[src/rtl/register_load_unit.sv]
// LITE-16 register load unit: memory read over req/ack, one-hot regfile write,
// per-register pending scoreboard and wait timeout.
module register_load_unit #(
   parameter int WIDTH    = 16,
   parameter int REGS     = 16,
   parameter int WAIT_MAX = 15
) (
   input  logic             clk,
   input  logic             rst,
   input  logic             start,
   input  logic [3:0]       dst,
   input  logic [WIDTH-1:0] addr,
   output logic             busy,
   output logic             mem_req,
   output logic [WIDTH-1:0] mem_addr,
   input  logic             mem_ack,
   input  logic [WIDTH-1:0] mem_data,
   output logic [REGS-1:0]  wr_en,
   output logic [WIDTH-1:0] wr_data,
   output logic [REGS-1:0]  pending,
   output logic             err
);

   localparam int CW = (WAIT_MAX > 1) ? $clog2(WAIT_MAX) : 1;
   localparam logic [CW-1:0] CNT_LAST =
      (WAIT_MAX > 0) ? CW'(WAIT_MAX - 1) : '0;

   typedef enum logic [1:0] {
      ST_IDLE,
      ST_WAIT,
      ST_WRITE
   } state_t;

   state_t           state_q, state_n;
   logic [3:0]       dst_q, dst_n;
   logic [WIDTH-1:0] addr_q, addr_n;
   logic [WIDTH-1:0] data_q, data_n;
   logic [CW-1:0]    cnt_q, cnt_n;
   logic [REGS-1:0]  pend_q, pend_n;
   logic             err_q, err_n;

   always_ff @(posedge clk or posedge rst) begin
      if (rst) begin
         state_q <= ST_IDLE;
         dst_q   <= '0;
         addr_q  <= '0;
         data_q  <= '0;
         cnt_q   <= '0;
         pend_q  <= '0;
         err_q   <= 1'b0;
      end else begin
         state_q <= state_n;
         dst_q   <= dst_n;
         addr_q  <= addr_n;
         data_q  <= data_n;
         cnt_q   <= cnt_n;
         pend_q  <= pend_n;
         err_q   <= err_n;
      end
   end

   always_comb begin
      state_n = state_q;
      dst_n   = dst_q;
      addr_n  = addr_q;
      data_n  = data_q;
      cnt_n   = cnt_q;
      pend_n  = pend_q;
      err_n   = 1'b0;
      unique case (state_q)
         ST_IDLE: begin
            if (start) begin
               state_n = ST_WAIT;
               dst_n   = dst;
               addr_n  = addr;
               cnt_n   = '0;
               pend_n  = REGS'(1) << dst;
            end
         end
         ST_WAIT: begin
            // ack takes priority over a timeout on the same edge
            if (mem_ack) begin
               state_n = ST_WRITE;
               data_n  = mem_data;
            end else if (WAIT_MAX > 0 && cnt_q == CNT_LAST) begin
               state_n        = ST_IDLE;
               pend_n[dst_q]  = 1'b0;
               err_n          = 1'b1;
            end else begin
               cnt_n = cnt_q + CW'(1);
            end
         end
         ST_WRITE: begin
            state_n       = ST_IDLE;
            pend_n[dst_q] = 1'b0;
         end
         default: state_n = ST_IDLE;
      endcase
   end

   assign busy     = (state_q != ST_IDLE);
   assign mem_req  = (state_q == ST_WAIT);
   assign mem_addr = addr_q;
   assign wr_en    = (state_q == ST_WRITE) ? (REGS'(1) << dst_q) : '0;
   assign wr_data  = data_q;
   assign pending  = pend_q;
   assign err      = err_q;

endmodule

[config.mk]
export PLATFORM = sky130hd
export DESIGN_NAME = register_load_unit
export DESIGN_NICKNAME = d
export VERILOG_FILES = /design/src/rtl/register_load_unit.sv
export SDC_FILE = /design/constraint.sdc
export NUM_CORES = 1
export LEC_CHECK = 0
export BUFFER_PORTS_ARGS = -buffer_cell sky130_fd_sc_hd__buf_4
export CORE_MARGIN = 8
export CORE_UTILIZATION = 25
export DETAILED_ROUTE_END_ITERATION = 16
export GPL_TIMING_DRIVEN = 0
export RECOVER_POWER = 100
export SLEW_MARGIN = 20
export SYNTH_ARGS = -nofsm -noshare
export SYNTH_HDL_FRONTEND = slang
export SYNTH_SLANG_ARGS = --single-unit
[constraint.sdc]
create_clock -name clk -period 2.15 [get_ports clk]
set_input_delay 0.215 -clock clk [delete_from_list [all_inputs] [get_ports clk]]
set_output_delay 0.215 -clock clk [all_outputs]
set_load 0.05 [all_outputs]
==> qor.csv, run 1 <==
stage,metric,value,unit
synthesis,net count of the mapped netlist,299,
detailed_routing,Total Routed Length,8.10,mm
cells_and_area,final net count,420,
floorplan,DIE AREA,0.0148,sq mm
critical_path,"Arr. time, crit path",2.23,ns
clocking,Max H-tree Level,3,
detailed_routing,post-DR wirelength/cell,15.6,um
detailed_routing,1st-iter DRT viols,59,
floorplan,Top-Level Pins,107,
synthesis,share of flip-flops with an asynchronous set or reset after synthesis,100,%
sta,Worst-Margin Slew,0.729,ns
detailed_routing,number of iterations in the first detailed-routing pass,4,
synthesis,Seq cells post-synth,59,
synthesis,post-synthesis xor/xnor area fraction,0,%
synthesis,largest family of logic cells by synthesized area,multiplexers,
cells_and_area,fill cell count,1129,
cells_and_area,"commonest non-fill, non-tap cells in the layout","59 x sky130_fd_sc_hd__dfrtp_1, 57 x sky130_fd_sc_hd__clkbuf_1, 41 x sky130_fd_sc_hd__buf_4",
flow_run,count of maximum capacitance violations,0,
synthesis,post-synthesis compound-gate area fraction,12.2,%
clocking,number of buffers created by CTS,9,
detailed_routing,residual DRC count,0,
clocking,source-to-sink clock delay at the later pin of the worst-skew pair,0.35,ns
cells_and_area,Synth-to-Final Area Change,36.6,%
global_route,antenna violations before repair,0,
placement,GPL Wtd Cong,0.795,
clocking,register clock-pin slew on the reported worst setup and hold paths,0.08,ns
clocking,clock sink count,59,
floorplan,Placeable Area,0.0109,sq mm
floorplan,horizontal die dimension,122,um
synthesis,"share of synthesized cell area in full adder, half adder and majority cells",3.13,%
placement,IO Port Bufs,106,
clocking,clock tree from TritonCTS,built,
cells_and_area,"commonest non-fill, non-tap cell in the layout",sky130_fd_sc_hd__dfrtp_1,
hold_path,HP Class,input pin to flip-flop,
synthesis,number of warnings issued by yosys,0,
synthesis,post-synth cell types,34,
critical_path,required time of the critical path,2.37,ns
sta,relative max-transition margin,51.6,%
clocking,buffer type at the clock tree root,sky130_fd_sc_hd__clkbuf_8,
synthesis,mean instance size in the synthesized netlist,11.1,sq um
floorplan,Die Span Y,122,um
sta,crit share post-route,93.5,%
global_route,global routing usage summed across all routing layers,11.2,%
critical_path,crit end category,flip-flop,
floorplan,Site Rows,38,
global_route,largest net degree at the start of global routing,50,
sta,final count of negative-setup-slack endpoints,0,
sta,Final Hold Viols,0,
placement,HPWL after detailed placement,6.19,mm
sta,worst hold slack across all endpoints,0.0554,ns
detailed_routing,per-cell via count in the routed design,4.65,
critical_path,highest net fanout along the worst path,10,
cells_and_area,share of cells above drive strength 1,33.3,%
sta,Final Critical Period,2.01,ns
global_route,number of global-route vias before repair,2543,
synthesis,"Top FF cell, synth",sky130_fd_sc_hd__dfrtp_1,
floorplan,starting density of the core,25.7,%
critical_path,Crit Path Class,flip-flop to flip-flop,
critical_path,nature of the critical path startpoint,flip-flop,
global_route,global-route wire length before repair,13.1,mm
sta,max frequency,498,MHz
synthesis,number of enable-type register cells in the synthesized netlist,0,
detailed_routing,vias,2411,
synthesis,mux cell area share after synthesis,14.9,%
cells_and_area,number of antenna repair diodes,0,
sta,final-report max-slew violation count,0,
sta,Fin Clk Skew,0.0107,ns
status,outcome,"complete, no violations",
synthesis,simple-gate share of the synthesized area,13.1,%
synthesis,mapped cell area,0.00280,sq mm
synthesis,proportion of synthesized chip area in sequential cells,52.8,%
clocking,Clock Path Buffers,2,
detailed_routing,count of nets left with antenna violations after detail routing,0,
global_route,overflow left after global routing,0,
synthesis,number of instances in the synthesized netlist,252,
[cell type report]
| class | instances | area [sq um] | area share (%) |
|---|---|---|---|
| Buffer | 14 | 82.6 | 2.16 |
| Clock buffer | 11 | 151 | 3.97 |
| Clock inverter | 5 | 61.3 | 1.61 |
| Inverter | 8 | 31.3 | 0.819 |
| Multi-Input combinational cell | 171 | 1220 | 32.0 |
| Sequential cell | 59 | 1480 | 38.7 |
| Tap cell | 140 | 175 | 4.59 |
| Timing Repair Buffer | 110 | 619 | 16.2 |
[kinds of logic after synthesis]
family                   Yosys count
flip-flops                        59
multiplexers                      37
AND/OR/NAND/NOR                   81
AO/OA/AOI/OAI                     46
adder cells (fa/ha/maj)            7
buffers and inverters             22
[flip-flops by register name, indices dropped and copies added (netlist names)]
register,flops
wr_data,16
mem_addr,16
state_q,2
cnt_q,4
dst_q,4
err,1
pending,16
[routing by layer]
metal	GRT usage (%)	wire length (um)	up-vias
met2	18.9	4190	71
met1	12.5	3300	1188
li1	-	-	1141
met5	0	0	-
met4	4.63	128	0
met3	4.03	491	11
[per-stage QoR]
stage | cells | instance area (sq um) | setup slack, ns | TNS [ns] | util [%]
after detailed placement | 499 | 3800 | 0.0437 | 0 | 34.9
after CTS | 516 | 4020 | 0.0354 | 0 | 36.9
after global placement | 498 | 3770 | -0.411 | -23.97 | 34.6
final | 518 | 3820 | 0.141 | 0 | 35.1
after global routing | 518 | 3820 | -0.00221 | -0.00221 | 35.1
after floorplan | 252 | 2800 | 0.0929 | 0 | -
[worst paths after layout]
path | depth (start not counted) | endpoint | start | slack, ns
max | 9 | pending[3]$_DFFE_PP0P_ | state_q[1]$_DFFE_PP0P_ | 0.14
min in group asynchronous | 3 | mem_addr[7]$_DFFE_PP0P_ | rst | 0.46
max reg2reg | 9 | pending[3]$_DFFE_PP0P_ | state_q[1]$_DFFE_PP0P_ | 0.14
min | 2 | err$_DFF_PP0_ | mem_ack | 0.06
max in group asynchronous | 4 | wr_data[1]$_DFFE_PP0P_ | rst | 1.10
min reg2reg | 1 | mem_addr[13]$_DFFE_PP0P_ | mem_addr[13]$_DFFE_PP0P_ | 0.50
[synth_stat cells, types with 2 or more instances]
cell                       number  area [sq um]
sky130_fd_sc_hd__a31oi_1       13          81.3
sky130_fd_sc_hd__nor2b_1        4          25.0
sky130_fd_sc_hd__buf_2          4          20.0
sky130_fd_sc_hd__nor3b_1        2          15.0
sky130_fd_sc_hd__o21ai_0        2          10.0
sky130_fd_sc_hd__nand3_1        9          45.0
sky130_fd_sc_hd__nor2_1        33           124
sky130_fd_sc_hd__buf_6          2          22.5
sky130_fd_sc_hd__dfrtp_1       59          1480
sky130_fd_sc_hd__a32oi_1        3          26.3
sky130_fd_sc_hd__a21oi_1        8          40.0
sky130_fd_sc_hd__o311ai_0       4          35.0
sky130_fd_sc_hd__o211ai_1       8          60.1
sky130_fd_sc_hd__ha_1           7          87.6
sky130_fd_sc_hd__nand2b_1       4          25.0
sky130_fd_sc_hd__nor3_1         3          15.0
sky130_fd_sc_hd__nand2_1       21          78.8
sky130_fd_sc_hd__inv_1          8          30.0
sky130_fd_sc_hd__mux2_2        37           417
sky130_fd_sc_hd__clkbuf_1       7          26.3
[timing repair]
action	4_1_cts	5_1_grt
setup buffers	0	2
gates resized for setup	0	5
hold buffers	1	0
hold endpoints to repair	10	0
endpoints found under the setup margin	0	26
[worst max-delay path: stages, from the launching register on]
cell and delay [ns]:
sky130_fd_sc_hd__dfrtp_1 0.35, sky130_fd_sc_hd__inv_1 0.09, sky130_fd_sc_hd__ha_2 0.18, sky130_fd_sc_hd__buf_2 0.18
sky130_fd_sc_hd__and2_1 0.15, sky130_fd_sc_hd__buf_4 0.17, sky130_fd_sc_hd__a2111oi_4 0.26, sky130_fd_sc_hd__buf_4 0.19
sky130_fd_sc_hd__clkbuf_4 0.21, sky130_fd_sc_hd__a31oi_1 0.09
Power of run 1 is not shown: default switching activity piles up to over one toggle a cycle in this logic, so the estimate is an artifact.
==> run 2, diff against run 1 <==
--- a/config.mk
+++ b/config.mk
@@ -6,6 +6,7 @@
 export NUM_CORES = 1
 export LEC_CHECK = 0
 export BUFFER_PORTS_ARGS = -buffer_cell sky130_fd_sc_hd__buf_4
+export CORE_ASPECT_RATIO = 0.75
 export CORE_MARGIN = 8
 export CORE_UTILIZATION = 25
 export DETAILED_ROUTE_END_ITERATION = 16
==> run 2 against run 1 <==
Effect of this change:
- register-to-register slack improved by 0.02 ns
- flip-flop and latch count did not move
- largest cell class unchanged
- first-iteration DRC count rose by 110%
- fmax rose by 1.2%
- setup slack improved by 0.025 ns
- global-route usage rose by 0.13 points
- via count fell by 0.21%
==> qor.csv, run 2 (synthesis results as in run 1) <==
stage,metric,value,unit,change
sta,Worst-Margin Slew,0.684,ns,was 0.729 ns
global_route,number of global-route vias before repair,2580,,was 2543
cells_and_area,final net count,419,,was 420
floorplan,Site Rows,33,,was 38
global_route,overflow left after global routing,0,,unchanged
critical_path,WP buf/inv,3,,was 5
cells_and_area,"commonest non-fill, non-tap cell in the layout",sky130_fd_sc_hd__dfrtp_1,,unchanged
global_route,global-route wire length before repair,13.6,mm,was 13.1 mm
status,outcome,"complete, no violations",,unchanged
sta,unrepaired setup endpoints after global routing,false,,
cells_and_area,Synth-to-Final Area Change,38.0,%,was 36.6%
sta,final-report max-slew violation count,0,,unchanged
sta,crit share post-route,92.3,%,was 93.5%
global_route,largest net degree at the start of global routing,50,,unchanged
sta,PnR worst setup slack,0.165,ns,was 0.141 ns
critical_path,Worst path max stage delay,0.39,ns,was 0.35 ns
sta,Final Critical Period,1.98,ns,was 2.01 ns
floorplan,Placeable Area,0.0109,sq mm,about the same
clocking,buffer type at the clock tree root,sky130_fd_sc_hd__clkbuf_16,,was sky130_fd_sc_hd__clkbuf_8
critical_path,nature of the critical path startpoint,flip-flop,,unchanged
sta,final count of negative-setup-slack endpoints,0,,unchanged
critical_path,Crit Path Class,flip-flop to flip-flop,,unchanged
clocking,source-to-sink clock delay at the later pin of the worst-skew pair,0.32,ns,was 0.35 ns
floorplan,Top-Level Pins,107,,unchanged
cells_and_area,number of antenna repair diodes,0,,unchanged
placement,post-placement setup slack,0.0764,ns,was 0.0437 ns
clocking,clock tree from TritonCTS,built,,unchanged
cells_and_area,share of cells above drive strength 1,33.4,%,was 33.3%
clocking,Max H-tree Level,3,,unchanged
critical_path,worst r2r src,state_q[1]$_DFFE_PP0P_,,unchanged
detailed_routing,per-cell via count in the routed design,4.65,,about the same
floorplan,Die Span Y,108,um,was 122 um
critical_path,"critical path, cell by cell",inv_1 -> ha_2 -> and2_0 -> buf_4 -> clkbuf_2 -> mux2_2,,was inv_1 -> ha_2 -> buf_2 -> and2_1 -> buf_4 -> a2111oi_4 -> buf_4 -> clkbuf_4 -> a31oi_1
global_route,global routing usage summed across all routing layers,11.3,%,was 11.2%
placement,number of instances in the placed design,499,,unchanged
critical_path,crit end category,flip-flop,,unchanged
hold_path,start point of the worst min-delay path,mem_ack,,unchanged
critical_path,worst setup path startpoint,state_q[1]$_DFFE_PP0P_,,unchanged
cells_and_area,"commonest non-fill, non-tap cells in the layout","59 x sky130_fd_sc_hd__dfrtp_1, 56 x sky130_fd_sc_hd__clkbuf_1, 42 x sky130_fd_sc_hd__buf_4",,"was 59 x sky130_fd_sc_hd__dfrtp_1, 57 x sky130_fd_sc_hd__clkbuf_1, 41 x sky130_fd_sc_hd__buf_4"
sta,Fin Clk Skew,0.00435,ns,was 0.0107 ns
critical_path,master of the slowest instance on the critical path,sky130_fd_sc_hd__dfrtp_1,,unchanged
detailed_routing,vias,2406,,was 2411
sta,relative max-transition margin,54.4,%,was 51.6%
critical_path,required time of the critical path,2.36,ns,was 2.37 ns
floorplan,horizontal die dimension,138,um,was 122 um
detailed_routing,residual DRC count,0,,unchanged
detailed_routing,count of nets left with antenna violations after detail routing,0,,unchanged
clocking,clock sink count,59,,unchanged
placement,IO Port Bufs,106,,unchanged
detailed_routing,number of iterations in the first detailed-routing pass,4,,unchanged
clocking,number of buffers created by CTS,9,,unchanged
critical_path,"CP delay by family, top",buffers and inverters,,unchanged
global_route,antenna violations before repair,0,,unchanged
detailed_routing,1st-iter DRT viols,121,,was 59
placement,GPL Wtd Cong,0.816,,was 0.795
detailed_routing,Total Routed Length,8.27,mm,was 8.10 mm
sta,max frequency,504,MHz,was 498 MHz
clocking,Clock Path Buffers,2,,unchanged
cells_and_area,final cell count without fillers,517,,was 518
critical_path,highest net fanout along the worst path,10,,unchanged
detailed_routing,post-DR wirelength/cell,16.0,um,was 15.6 um
hold_path,HP Class,input pin to flip-flop,,unchanged
placement,HPWL after detailed placement,6.21,mm,was 6.19 mm
critical_path,"Arr. time, crit path",2.19,ns,was 2.23 ns
floorplan,DIE AREA,0.0149,sq mm,was 0.0148 sq mm
flow_run,count of maximum capacitance violations,0,,unchanged
sta,Final Hold Viols,0,,unchanged
placement,post-placement cell area,0.00380,sq mm,unchanged
clocking,register clock-pin slew on the reported worst setup and hold paths,0.05,ns,was 0.08 ns
floorplan,starting density of the core,25.6,%,was 25.7%
cells_and_area,post-route cell area,0.00386,sq mm,was 0.00382 sq mm
-- run 2: cell count changes in the layout (fill, tap and decap cells not counted), sizes merged --
cell,change
bufinv,-1
clkinvlp,-2
clkinv,+3
buf,-1
-- run 2: final timing paths --
path,depth (start not counted),slack [ns],to
max in group asynchronous,4,0.65,pending[9]$_DFFE_PP0P_
setup / recovery,6,0.17,wr_data[7]$_DFFE_PP0P_
hold reg to reg,1,0.50,mem_addr[2]$_DFFE_PP0P_
min in group asynchronous,3,0.45,mem_addr[13]$_DFFE_PP0P_
hold / removal,2,0.09,err$_DFF_PP0_
setup reg to reg,6,0.17,wr_data[7]$_DFFE_PP0P_
-- run 2: final cells by class --
| cell class | count | area, sq um |
|---|---|---|
| multi-input combinational | 171 | 1220 |
| buffer | 13 | 75.1 |
| fill | 1183 | 7040 |
| timing repair buffer | 110 | 598 |
| inverter | 8 | 31.3 |
| clock buffer | 11 | 253 |
| clock inverter | 5 | 27.5 |
| tap | 140 | 175 |
| sequential | 59 | 1480 |
-- run 2: routing by layer --
metal	share of wire, %	up-vias	track usage, %
met3	8.4	9	5.69
met1	45	1162	14.0
met5	0	-	0
met4	0.96	0	3.17
met2	45	91	17.0
li1	-	1144	-
-- run 2: worst reg2reg max path, cell delays in order, from the launching register on --
cell and delay [ns]:
sky130_fd_sc_hd__dfrtp_1 0.39, sky130_fd_sc_hd__inv_1 0.13, sky130_fd_sc_hd__ha_2 0.33, sky130_fd_sc_hd__and2_0 0.16
sky130_fd_sc_hd__buf_4 0.19, sky130_fd_sc_hd__clkbuf_2 0.29, sky130_fd_sc_hd__mux2_2 0.37
-- run 2: repair_timing --
action                                  in CTS  in global routing
resized for setup                            0                  7
endpoints found under the hold margin       10                  0
setup buffers                                0                  2
endpoints found under the setup margin       0                 25
hold buffers                                 1                  0
-- run 2: through the flow --
stage / hold slack (ns) / util [%] / setup TNS [ns]
floorplan: 0.286 / - / 0
global placement: 0.421 / 34.6 / -22.67
detailed placement: 0.142 / 34.8 / 0
CTS: 0.0678 / 37.5 / 0
global route: 0.0895 / 35.4 / 0
finish: 0.0884 / 35.4 / 0
Power of run 2 is left out for the same reason.
